## src/rtl/branch_predictor.sv

```systemverilog
// rtl/branch_predictor.sv - direct-mapped BTB with saturating direction counters
// Combinational lookup on the fetch PC; registered update from branch resolution.
module branch_predictor #(
  parameter int BTB_DEPTH = 16,
  parameter int CTR_BITS  = 2,
  parameter int MODE      = 1,
  parameter int STAT_W    = 16
) (
  input  logic              CLK,
  input  logic              RST,
  input  logic              lookup_en,
  input  logic [31:0]       lookup_pc,
  output logic              pred_taken,
  output logic [31:0]       pred_target,
  input  logic              upd_en,
  input  logic [31:0]       upd_pc,
  input  logic              upd_is_cond,
  input  logic              upd_taken,
  input  logic [31:0]       upd_target,
  input  logic              upd_pred_taken,
  input  logic [31:0]       upd_pred_target,
  output logic              mispredict,
  output logic [31:0]       redirect_pc,
  output logic [STAT_W-1:0] stat_lookups,
  output logic [STAT_W-1:0] stat_mispred
);

  localparam int IDX_W = $clog2(BTB_DEPTH);
  localparam int TAG_W = 30 - IDX_W;
  localparam logic [CTR_BITS-1:0] CTR_MAX  = {CTR_BITS{1'b1}};
  localparam logic [CTR_BITS-1:0] CTR_WEAK = CTR_BITS'(1) << (CTR_BITS - 1);
  localparam logic [STAT_W-1:0]   STAT_MAX = {STAT_W{1'b1}};

  logic [BTB_DEPTH-1:0]                valid_q;
  logic [BTB_DEPTH-1:0][TAG_W-1:0]     tag_q;
  logic [BTB_DEPTH-1:0][31:0]          target_q;
  logic [BTB_DEPTH-1:0][CTR_BITS-1:0]  ctr_q;
  logic [BTB_DEPTH-1:0]                is_cond_q;

  logic [IDX_W-1:0]    lk_idx;
  logic [TAG_W-1:0]    lk_tag;
  logic                lk_hit;
  logic                lk_dir;

  logic [IDX_W-1:0]    up_idx;
  logic [TAG_W-1:0]    up_tag;
  logic                up_hit;
  logic [CTR_BITS-1:0] up_ctr;
  logic [CTR_BITS-1:0] up_ctr_next;
  logic [31:0]         upd_pc_plus4;

  // Lookup side: reads the pre-update table contents, no bypass from the update port.
  always_comb begin
    lk_idx      = lookup_pc[IDX_W+1:2];
    lk_tag      = lookup_pc[31:IDX_W+2];
    lk_hit      = valid_q[lk_idx] && (tag_q[lk_idx] == lk_tag);
    lk_dir      = is_cond_q[lk_idx] ? ctr_q[lk_idx][CTR_BITS-1] : 1'b1;
    pred_taken  = (MODE != 0) && !RST && lookup_en && lk_hit && lk_dir;
    pred_target = pred_taken ? target_q[lk_idx] : lookup_pc + 32'd4;
  end

  always_comb begin
    up_idx       = upd_pc[IDX_W+1:2];
    up_tag       = upd_pc[31:IDX_W+2];
    up_hit       = valid_q[up_idx] && (tag_q[up_idx] == up_tag);
    up_ctr       = ctr_q[up_idx];
    upd_pc_plus4 = upd_pc + 32'd4;
    up_ctr_next  = up_ctr;
    if (upd_taken) begin
      if (up_ctr != CTR_MAX) up_ctr_next = up_ctr + CTR_BITS'(1);
    end else begin
      if (up_ctr != '0) up_ctr_next = up_ctr - CTR_BITS'(1);
    end
  end

  always_comb begin
    mispredict  = !RST && upd_en &&
                  ((upd_taken != upd_pred_taken) ||
                   (upd_taken && (upd_target != upd_pred_target)));
    redirect_pc = (!RST && upd_taken) ? upd_target : upd_pc_plus4;
  end

  always_ff @(posedge CLK or posedge RST) begin
    if (RST) begin
      valid_q   <= '0;
      tag_q     <= '0;
      target_q  <= '0;
      ctr_q     <= '0;
      is_cond_q <= '0;
    end else if (upd_en) begin
      if (up_hit) begin
        if (upd_is_cond) ctr_q[up_idx] <= up_ctr_next;
        if (upd_taken) begin
          target_q[up_idx]  <= upd_target;
          is_cond_q[up_idx] <= upd_is_cond;
        end
      end else if (upd_taken) begin
        // Direct mapped: a taken miss simply overwrites whatever lives at the index.
        valid_q[up_idx]   <= 1'b1;
        tag_q[up_idx]     <= up_tag;
        target_q[up_idx]  <= upd_target;
        is_cond_q[up_idx] <= upd_is_cond;
        ctr_q[up_idx]     <= CTR_WEAK;
      end
    end
  end

  always_ff @(posedge CLK or posedge RST) begin
    if (RST) begin
      stat_lookups <= '0;
      stat_mispred <= '0;
    end else begin
      if (lookup_en && (stat_lookups != STAT_MAX)) stat_lookups <= stat_lookups + STAT_W'(1);
      if (mispredict && (stat_mispred != STAT_MAX)) stat_mispred <= stat_mispred + STAT_W'(1);
    end
  end

endmodule

```

## config.mk

```make
export PLATFORM = sky130hd
export DESIGN_NAME = branch_predictor
export DESIGN_NICKNAME = d
export VERILOG_FILES = /design/src/rtl/branch_predictor.sv
export SDC_FILE = /design/constraint.sdc
export NUM_CORES = 2
export LEC_CHECK = 0
export CELL_PAD_IN_SITES_DETAIL_PLACEMENT = 1
export CELL_PAD_IN_SITES_GLOBAL_PLACEMENT = 1
export CORE_UTILIZATION = 30
export DETAILED_ROUTE_END_ITERATION = 10
export PLACE_DENSITY = 0.54
export REMOVE_ABC_BUFFERS = 1
export SETUP_SLACK_MARGIN = 0.15
export SYNTH_ARGS = -nofsm -noshare
export SYNTH_HDL_FRONTEND = slang
export SYNTH_SLANG_ARGS = --single-unit
export TNS_END_PERCENT = 10
```

## constraint.sdc

```tcl
create_clock -name CLK -period 55.5 [get_ports CLK]
set_clock_uncertainty 0.2 [all_clocks]
set_input_delay 11.1 -clock CLK [delete_from_list [all_inputs] [get_ports CLK]]
set_output_delay 11.1 -clock CLK [all_outputs]
set_load 0.03 [all_outputs]
```

Word-level counts from Yosys, hierarchy flattened

Cells that the tools add are included.

Flip-flop bits (word level): 1024
Input bits: 135
Logic and storage cells: 130

Add/sub/neg operators: 6
Magnitude comparators: 3
Eq/ne operators: 8
Multiplexer cells: 37
Bitwise gates (word level): 5
Reduce and logical (&&, ||, !) cells: 19

Operators by type and width:

| cell                    | number |
|---|---|
| $bwmux W512             | 1 |
| $bwmux W416             | 1 |
| $mux W32                | 7 |
| $bmux W26 S4            | 2 |
| $bmux W32 S4            | 1 |
| $demux W32 S4           | 1 |
| $demux W26 S4           | 1 |
| $mux W26                | 3 |
| $add A32 B3 Y32 const B | 2 |
| $eq A26 B26 Y1          | 2 |
| $add A16 B1 Y16 const B | 2 |
| $bwmux W32              | 1 |
| $ne A16 B16 Y1 const B  | 2 |
| $ne A32 B32 Y1          | 1 |
| $or A16 B16 Y16         | 2 |
| $and A16 B16 Y16        | 1 |
| $bmux W2 S4             | 2 |
| $bwmux W16              | 1 |
| $not A16 Y16            | 1 |
| $bmux W1 S4             | 3 |
| $logic_and A1 B1 Y1     | 12 |
| $mux W2                 | 6 |
| $lt A4 B5 Y1 const B    | 2 |
| $demux W2 S4            | 1 |
| other kinds (13)        | 20 |

Logic depth before layout (Yosys ltp)

Depth after elaboration: 8
Gate-level depth with buffers: 16
Mapped depth without buffers: 9

Worst setup path before layout

Ideal clock, no wire load.

Path kind: input -> output
Start: input port RST
End: output port redirect_pc[2]
Arrival: 36.310 ns
Required time: 44.200 ns
Setup slack: 7.890 ns
Cell stages on the path: 3
Buffers on the path: 0
Path through: inv_1 -> nand2_1 -> a21oi_1

Longest elaborated chain between the ends: 3

RTL lines:

| what                              | RTL line | text |
|---|---|---|
| start: declaration                | 10       | `input logic RST,` |
| $logic_not A1 Y1 (no source line) | n/a      |  |
| $logic_and A1 B1 Y1               | 80       | `redirect_pc = (!RST && upd_taken) ? upd_target : upd_pc_plus4;` |
| $mux W32                          | 80       |  |
| end: declaration                  | 23       | `output logic [31:0] redirect_pc,` |

Every way passes these cells.

Worst setup path after layout

Start: input port lookup_pc[4]
End: output port pred_target[22]

Longest elaborated chain between the ends: 7

RTL lines:

| what                             | RTL line | text |
|---|---|---|
| start: declaration               | 12       | `input logic [31:0] lookup_pc,` |
| $bmux W26 S4                     | 56       | `lk_hit = valid_q[lk_idx] && (tag_q[lk_idx] == lk_tag);` |
| $mux W26 (not written as such)   | 56       |  |
| $eq A26 B26 Y1                   | 56       |  |
| $logic_and A1 B1 Y1              | 56       |  |
| $logic_and A1 B1 Y1 (2 in a row) | 58       | `pred_taken = (MODE != 0) && !RST && lookup_en && lk_hit && lk_dir;` |
| $mux W32 *                       | 59       | `pred_target = pred_taken ? target_q[lk_idx] : lookup_pc + 32'd4;` |
| end: declaration                 | 14       | `output logic [31:0] pred_target,` |

Mark *: on every way between the ends. The rest lies on a longest branch, timed or not. The select of a mux whose other input is x is not followed.

==> flow_summary.rst <==
.. list-table::
   :header-rows: 1

   * - Metric
     - Value
   * - Mean instance size in the synthesized netlist
     - 14.68 sq um
   * - First-pass GRT wire length
     - 277.8 mm
   * - Total congestion overflow after global routing
     - 0
   * - Leading cell types in the layout, fill and taps excluded
     - dfrtp_1, mux2_2, mux4_2
   * - Fraction of layout instances using a drive strength above 1
     - 0.4530
   * - Buffers added on ports
     - 232
   * - Post-layout worst setup margin
     - 27.49 ns
   * - Remaining design rule violation count
     - 0
   * - Critical path fanouts, max
     - 40
   * - Post-layout net count
     - roughly 4000
   * - Floorplan Core Area
     - 176100 sq um
   * - YS warnings
     - 0
   * - Setup repair after global routing missed its margin
     - no
   * - Number of max-slew violations in the final report
     - 0
   * - Clock edge transition at the registers on the reported setup and hold paths
     - 0.06 ns
   * - I/O pin cnt
     - around 230
   * - Clock tree from TritonCTS
     - built
   * - Transition time at the pin with the least slew margin
     - ~1.3 ns
   * - Hold violation count in the final report
     - 0
   * - Minimum hold slack
     - 0.2984 ns
   * - Gpl congestion
     - 0.8256
   * - HPWL reported at the end of detailed placement
     - around 120 mm
   * - Type of the worst setup path
     - in2out
   * - Tot GR Track Use
     - 0.2147
   * - Clock latency at the later pin of the worst-skew pair
     - 0.80 ns
   * - Number of vias after detailed routing
     - 33198
   * - Sequential cell area fraction in the yosys report
     - 0.4823
   * - Source of the critical timing path
     - lookup_pc[4]
   * - Run status
     - completed
   * - Maximum achievable frequency
     - 35.70 MHz
   * - Async set-reset flop share out of synthesis
     - 1.000
   * - Required time of the critical path
     - 44.20 ns
   * - Number of buffers on the longest clock path
     - 3
   * - Area overhead of the layout relative to synthesis
     - 16.19%
   * - Placement row count
     - 154
   * - Post-synthesis instance area
     - 53130 sq um
   * - Sequential cell area
     - ~26000 sq um
   * - Area of the multi-input gates
     - 25760 sq um
   * - Final critical path time including I/O delays and setup
     - 28.01 ns
   * - Startpoint of the worst hold path
     - target_q[332]$_DFFE_PP0P_
   * - Vias in the first global route
     - 35620
   * - Chip Height
     - between 400 and 500 microns
   * - Distinct cell type count of the synthesized netlist
     - 75
   * - Remaining antenna violation count
     - 0
   * - Buffers inserted during post-CTS setup optimization
     - 0
   * - Wirelength, routed
     - around 190 mm
   * - Number of gates resized after CTS
     - 0
   * - Part of the cycle the worst path needs
     - 0.5047
   * - Number of detailed-routing iterations run before antenna repair
     - 5
   * - Starting utilization of the core area
     - 0.3017
   * - Initial antenna violation count
     - 13
   * - Final count of negative-setup-slack endpoints
     - 0
   * - Clock sinks
     - roughly 1000
   * - Post-synthesis cell count
     - between 3000 and 4000
   * - Vias per std cell
     - 5.362
   * - Total clock buffers created by CTS
     - 119
   * - Routed wirelength normalized by instance count
     - 30.81 microns
   * - Top flip-flop cell by instance count after synthesis
     - dfrtp_1
   * - Max-cap violations
     - 0
   * - Crit path arrival time
     - 16.71 ns
   * - Pwr per Cell Area
     - ~37 nW/um^2
   * - Die ar.
     - 178800 sq um
   * - Most common cell after layout, fill and taps aside
     - dfrtp_1
   * - Peak supply drop
     - 27.11 uV
   * - Clock root cell
     - clkbuf_16
   * - Die Span X
     - about 420 microns
   * - H-tree levels
     - 3
   * - Final core occ
     - 0.3506
   * - Rel. slew slack
     - 0.1076
   * - Reg2Reg Launch Point
     - tag_q[405]$_DFFE_PP0P_
   * - Standby leakage power
     - 26.28 nW
   * - Kind of start point of the critical path
     - primary input
   * - Number of synthesized flops with an enable pin
     - 0
   * - Sum of negative setup slack
     - 0 ns
   * - Hold/Removal Path Class
     - reg2reg
   * - Maximum number of pins on one net before global-route repair
     - 183
   * - Post-cts hold buffer count
     - 0
   * - Post-synthesis sequential element count
     - 1024
   * - Crit path capture type
     - primary output
   * - Worst setup timing slack at the placement stage
     - roughly 27 ns
   * - Count of fill cells added during filler insertion
     - 18214
   * - Starting DRT DRC Count
     - 2292
[final timing paths]
check,to,slack [ns],cells past startpoint
max reg2reg,tag_q[67]$_DFFE_PP0P_,50.57,11
min reg2reg,target_q[332]$_DFFE_PP0P_,0.30,1
max in group asynchronous,tag_q[41]$_DFFE_PP0P_,41.30,5
min in group asynchronous,ctr_q[16]$_DFFE_PP0P_,10.68,2
max,pred_target[22],27.49,14
min,target_q[332]$_DFFE_PP0P_,0.30,1
[registers in the layout, indices dropped and copies added, names as in the netlist]
signal        cells
target_q        512
tag_q           416
ctr_q            32
is_cond_q        16
stat_lookups     16
stat_mispred     16
valid_q          16
[cells in the mapped netlist, types with 10 or more instances]
cell         n  area, sq um
dfrtp_1   1024        25620
mux2_2     983        11070
mux4_2     397         8941
clkbuf_1   203        762.0
nand2_1    142        533.0
xnor2_1     97        849.6
mux2i_1     76        760.7
xor2_1      71        621.9
nor2_1      56        210.2
o21ai_0     51        255.2
buf_2       50        250.2
inv_1       49        183.9
nand3_1     40        200.2
buf_1       31        116.4
buf_4       24        180.2
nand4_1     23        143.9
nor3_1      23        115.1
nand2b_1    22        137.6
nor4_1      22        137.6
buf_6       20        225.2
a21oi_1     19        95.09
nor2b_1     15        93.84
and3_1      12        75.07
a211oi_1    11        82.58
mux2_1      10        112.6
nand3_2     10        100.1
or3_1       10        62.56
[layer usage]
layer / up-vias / GRT usage / routed length, microns
met4: 0 / 0.07132 / 6069
met5: - / 0 / 0
met1: 18525 / 0.2955 / 85380
li1: 13803 / - / -
met2: 624 / 0.3494 / 92650
met3: 246 / 0.02669 / 6653
[per-stage QoR]
step | area [sq um] | cells | power (mW)
4_1_cts | 61730 | 6188 | 2.282
3_3_place_gp | 57700 | 5965 | 1.445
3_5_place_dp | 57700 | 5965 | 1.457
6_report | 61740 | 6191 | 2.258
2_1_floorplan | 51510 | 3286 | 1.277
5_1_grt | 61740 | 6191 | 2.358
[cell type report]
| cell class | instances | share of cell area |
|---|---|---|
| clock buffer | 170 | 0.05539 |
| clock inverter | 53 | 0.009890 |
| antenna | 3 | 0.0001216 |
| timing repair buffer | 339 | 0.05154 |
| sequential | 1024 | 0.4151 |
| inverter | 53 | 0.003344 |
| multi-input combinational | 2209 | 0.4172 |
| tap | 2340 | 0.04742 |
[critical path: stages]
cell and delay (ns):
buf_6 0.34, buf_4 0.77, buf_4 0.68, mux4_2 0.39
nor2b_1 0.14, a211oi_1 0.24, a21oi_1 0.09, xnor2_1 0.16
nor4_1 0.50, nand4_1 0.30, nor4_4 0.27, buf_4 0.56
mux2_2 0.43, clkdlybuf4s50_1 0.63
[cells by family after synthesis]
family	count (synthesis)	synth area share
multiplexers	1470	0.3947
flip-flops	1024	0.4823
AND/OR/NAND/NOR	407	0.03921
buffers and inverters	387	0.03436
XOR/XNOR	168	0.02769
AO/OA/AOI/OAI	155	0.01971
adder cells (fa/ha/maj)	9	0.002025
[power breakdown]
part	internal [mW]	switching, mW
sequential	0.891	0.0959
clock	0.467	0.348
combinational	0.257	0.198
total	1.61	0.643
No activity file was read; power rests on OpenSTA's default activity.
